### src/rtl/recovery_commit_drain.sv
// Recovery store log: buffers voted stores during replay, forwards them to replay loads,
// and drains them in order to data memory once replay reaches its checkpoint.
module recovery_commit_drain #(
  parameter int unsigned DEPTH = 8,
  parameter int unsigned AW    = 32,
  parameter int unsigned DW    = 32
) (
  input  logic                     clk,
  input  logic                     rst_in,
  input  logic                     recovery_mode,
  input  logic                     log_we,
  input  logic [AW-1:0]            log_addr,
  input  logic [DW-1:0]            log_wdata,
  input  logic                     replay_done,
  input  logic                     abort,
  input  logic [AW-1:0]            rd_addr,
  output logic [DW-1:0]            rd_data,
  output logic                     rd_hit,
  output logic                     mem_we,
  output logic [AW-1:0]            mem_addr,
  output logic [DW-1:0]            mem_wdata,
  input  logic                     mem_ready,
  output logic                     core_hold_req,
  output logic                     drain_done,
  output logic                     commit_err,
  output logic [$clog2(DEPTH):0]   log_count
);

  localparam int unsigned PW = $clog2(DEPTH);
  localparam int unsigned CW = PW + 1;

  typedef enum logic [1:0] {StIdle, StLog, StDrain, StDone} state_e;

  state_e        state_q, state_d;
  logic [PW-1:0] wr_ptr_q, wr_ptr_d;
  logic [PW-1:0] rd_ptr_q, rd_ptr_d;
  logic [CW-1:0] count_q, count_d;
  logic          err_q, err_d;
  logic          rec_q;
  logic          log_write;
  logic [PW-1:0] fwd_idx;

  logic [AW-1:0] addr_mem [DEPTH];
  logic [DW-1:0] data_mem [DEPTH];

  always_comb begin
    state_d       = state_q;
    wr_ptr_d      = wr_ptr_q;
    rd_ptr_d      = rd_ptr_q;
    count_d       = count_q;
    err_d         = err_q;
    log_write     = 1'b0;
    mem_we        = 1'b0;
    mem_addr      = '0;
    mem_wdata     = '0;
    core_hold_req = 1'b0;
    drain_done    = 1'b0;

    unique case (state_q)
      StIdle: begin
        if (recovery_mode && !rec_q) begin
          state_d  = StLog;
          wr_ptr_d = '0;
          rd_ptr_d = '0;
          count_d  = '0;
          err_d    = 1'b0;
        end
      end
      StLog: begin
        // A dropped recovery_mode without a checkpoint discards the log like abort.
        if (abort || (!recovery_mode && !replay_done)) begin
          state_d  = StIdle;
          wr_ptr_d = '0;
          rd_ptr_d = '0;
          count_d  = '0;
        end else begin
          if (log_we) begin
            if (count_q < CW'(DEPTH)) begin
              log_write = 1'b1;
              wr_ptr_d  = wr_ptr_q + PW'(1);
              count_d   = count_q + CW'(1);
            end else begin
              err_d = 1'b1;
            end
          end
          if (replay_done) begin
            state_d = (count_d != '0 && !err_d) ? StDrain : StDone;
          end
        end
      end
      StDrain: begin
        core_hold_req = 1'b1;
        mem_we        = 1'b1;
        mem_addr      = addr_mem[rd_ptr_q];
        mem_wdata     = data_mem[rd_ptr_q];
        if (mem_ready) begin
          rd_ptr_d = rd_ptr_q + PW'(1);
          count_d  = count_q - CW'(1);
          if (count_q == CW'(1)) state_d = StDone;
        end
      end
      StDone: begin
        core_hold_req = 1'b1;
        drain_done    = 1'b1;
        state_d       = StIdle;
      end
      default: state_d = StIdle;
    endcase
  end

  // Oldest-to-newest scan so the newest matching entry overrides earlier ones.
  always_comb begin
    rd_hit  = 1'b0;
    rd_data = '0;
    fwd_idx = '0;
    if (state_q == StLog) begin
      for (int i = 0; i < int'(DEPTH); i++) begin
        fwd_idx = rd_ptr_q + PW'(i);
        if (CW'(i) < count_q && addr_mem[fwd_idx] == rd_addr) begin
          rd_hit  = 1'b1;
          rd_data = data_mem[fwd_idx];
        end
      end
    end
  end

  always_ff @(posedge clk) begin
    if (rst_in) begin
      state_q  <= StIdle;
      wr_ptr_q <= '0;
      rd_ptr_q <= '0;
      count_q  <= '0;
      err_q    <= 1'b0;
      rec_q    <= 1'b0;
    end else begin
      state_q  <= state_d;
      wr_ptr_q <= wr_ptr_d;
      rd_ptr_q <= rd_ptr_d;
      count_q  <= count_d;
      err_q    <= err_d;
      rec_q    <= recovery_mode;
    end
  end

  always_ff @(posedge clk) begin
    if (log_write) begin
      addr_mem[wr_ptr_q] <= log_addr;
      data_mem[wr_ptr_q] <= log_wdata;
    end
  end

  assign log_count  = count_q;
  assign commit_err = err_q;

endmodule

### config.mk
export PLATFORM = sky130hd
export DESIGN_NAME = recovery_commit_drain
export DESIGN_NICKNAME = d
export VERILOG_FILES = /design/src/rtl/recovery_commit_drain.sv
export SDC_FILE = /design/constraint.sdc
export NUM_CORES = 2
export LEC_CHECK = 0
export CAP_MARGIN = 20
export CORE_MARGIN = 8
export CORE_UTILIZATION = 51
export CTS_CLUSTER_DIAMETER = 50
export DETAILED_ROUTE_END_ITERATION = 8
export PLACE_DENSITY = 0.77
export SLEW_MARGIN = 20
export SYNTH_ARGS = -nofsm -noshare
export SYNTH_HDL_FRONTEND = slang
export SYNTH_SLANG_ARGS = --single-unit
### constraint.sdc
create_clock -name clk -period 10 [get_ports clk]
set_input_delay 2 -clock clk [delete_from_list [all_inputs] [get_ports clk]]
set_output_delay 2 -clock clk [all_outputs]
set_load 0.02 [all_outputs]
==> impl_metrics.ini <==
[grt]
grt_usage_pct = 35.48
grt_pass1_wl_mm = 260.7
grt_max_degree = 160
grt_pass1_vias = 36140
gr-total-overflow = 0
grt_antenna_before_repair = 21

[floorplan]
fp.dieW_um = 316.4
dieArea_sq_um = 100100
rows = 110
num_io_pins = 208
die_h_um = 316.4
initial_utilization_pct = 51.29
core_sq_um = 89740

[routing]
drc_errors = 0
drt.antenna.violating_nets = 0
routed_wl_mm = 181.4
via_per_inst = 7.760
num_vias = 38830
drt_iter0_drc = 7241
wire_per_inst_um = 36.25
first_pass_iters = 8

[clock_network]
cts_setup_buffers = 0
cts_buffers = 71
cts.sinks = 529
cts-root-buf = clkbuf_16
clkTransAtPathRegs_ps = 60
post_cts_resized = 0
cts-htree-levels = 3
postCtsHoldBufs = 0
clk_latency_ps = 670
cts_tree = done
cts_max_path_buffers = 3

[yosys]
async_flop_share_pct = 0
yosysSeqAreaShare_pct = 34.15
synth_cell_types = 78
postSynthCellCount = 3728
postSynthAreaPerCell_sq_um = 12.34
yosysMostFrequentCell = mux4_2
synth-edff-count = 512
syn_nets = 3841
synth_commonest_cells = 602 x mux4_2, 512 x edfxtp_1, 368 x nand2_1
yosys_warnings = 0
ys_ff_latch = 529
synth_top_area_cell = edfxtp_1
synth_area_sq_um = 46020
synthTopCellsByArea = edfxtp_1 33%, mux4_2 29%, mux2i_1 7.1%
synth_flop_cell = edfxtp_1
yosysTopAreaCellShare_pct = 33.41

[finish]
n_fill_cell = 7010
fin_util_pct = 57.62
layout-drive-gt1-share_pct = 24.51
area_growth_pct = 12.35
stdcell_area_sq_um = 51710
nets = 3869

[critical_path]
crit_chain = ha_1 -> xor2_4 -> buf_4 -> mux4_2 -> xnor2_1 -> a2111oi_0 -> buf_4 -> o221ai_1 -> nor4_2 -> buf_4 -> and2_1 -> nor3b_4 -> buf_12 -> a21oi_1 -> o32ai_1 -> clkdlybuf4s50_1
crit_family = buffers and inverters
critPathRequiredTime_ps = 8000
critical_path.max_fanout = 47
crit_top_cell = buf_4
cp.arrival_ps = 7750
cp_slowest_cell = nor3b_4
crit_buf_inv = 5
endpoint_kind = output pin
slowest_delay_ps = 970
critPathKind = flip-flop to output pin
reg2reg_slack_ps = 5130
startpoint_type = flip-flop

[pwr]
p_switching_mw = 1.464
comb_power_share_pct = 9.5
clkPwrFrac_pct = 47.3
p_seq_share_pct = 43.1
p_int_mw = 4.225
ir_drop_mv = 0.1036
p_leak_nw = 15.76
switching_share_pct = 25.73
pwr_density_cell_nw_per_um2 = 110.0

[timing]
fin_crit_sh_pct = 97.53
layout_min_cycle_time_ps = 9753
hold_ws_ps = 516.7
drv_slew = 0
finalSetupViolations = 0
fin_setup_tns_ps = 0
rsz0062_at_grt = no
worstMarginPinSlew_ps = 1210
relSlewSlack_pct = 19.24
fin_skew_ps = 44.24
fmaxAchievable_mhz = 102.5
final_hold_viol_count = 0

[flow_run]
drv_cap = 0

[outcome]
outcome = completed

[place]
io_buffer_count = 207
hpwl_mm = 124.3
placed_area_sq_um = 49130
gp_congestion = 1.108

[hold_path]
hp-class = flip-flop to flip-flop
## state kept, by name, indices dropped and copies added (netlist names), named ones only
name        flops
state_q         1
data_mem      256
addr_mem      256
log_count       4
rd_ptr_q        3
wr_ptr_q        3
rec_q           1
commit_err      1
## metal layers
metal  global-route usage, %  up-vias  part of all wire [%]
li1                        -    15340                     -
met1                   49.46    19350                    36
met2                   51.29     3482                    43
met3                   10.47      654                    15
met4                   15.90        8                   5.4
met5                       0        -                 0.033
## metrics by stage
step,worst slack [ps],cells,power [mW]
global placement,729.2,4858,3.015
floorplan,2375,3728,2.794
detailed placement,791.5,4858,3.018
finish,247.2,5004,5.689
global route,99.78,4996,5.786
CTS,683.2,4989,5.674
## logic make-up (layout without fill, tap and decap cells)
kind of cell / Yosys count / count (layout) / synth area share (%)
XOR/XNOR: 227 / 227 / 4.320
multiplexers: 957 / 957 / 37.26
AO/OA/AOI/OAI: 571 / 571 / 9.059
adder cells (fa/ha/maj): 10 / 10 / 0.2719
buffers and inverters: 450 / 536 / 4.510
other: 0 / 14 / 0
AND/OR/NAND/NOR: 984 / 984 / 10.43
flip-flops: 529 / 529 / 34.15
## layout by cell type, fill, tap and decap left out, types with 28 or more instances in the layout
master and instances:
nand2b_1 29, nor2_1 148, mux2i_1 327, inv_1 54, buf_4 104, o221ai_1 68
nand2_1 367, o311ai_0 30, a21oi_1 109, nand3_1 91, clkdlybuf4s50_1 207, nor3_1 50
nor3b_1 33, a22oi_1 33, mux4_2 602, o2111a_1 30, mux2_2 28, o21a_1 31
o32ai_1 33, a31oi_1 51, nor4_1 44, clkbuf_16 73, o21ai_0 58, xnor2_1 200
edfxtp_1 512, nand4_1 91
## power groups by stage
stage               registers, mW  clock network (mW)  logic [mW]
detailed placement           2.50                   0       0.518
CTS                          2.45                2.70       0.522
global placement             2.50                   0       0.516
finish                       2.45                2.69       0.543
floorplan                    2.50                   0       0.296
global route                 2.46                2.77       0.557
## path summary, 6_finish.rpt
path	startpoint	endpoint	cells after the start
worst max-delay path	rd_ptr_q[0]	rd_data[20]	16
worst min-delay path	commit_err	commit_err	2
worst max register to register	flip-flop	data_mem[1][12]	9
worst min register to register	commit_err	commit_err	2
## layout make-up
type	count	area [sq um]	share of cell area [%]
multi-input combinational	2749	28440	55.01
antenna	14	35.03	0.06776
clock inverter	51	648.1	1.253
timing repair buffer	330	3219	6.226
sequential	529	15740	30.43
tap	1176	1471	2.846
inverter	75	282.8	0.5469
clock buffer	80	1873	3.623
## worst register-to-register path: cells and delay by family (launching register included)
kind                     cells  cell delay [ps]
flip-flops                   1              330
adder cells (fa/ha/maj)      1              930
AND/OR/NAND/NOR              4             1720
buffers and inverters        4             1470
Power figures use the tool's default switching activity.
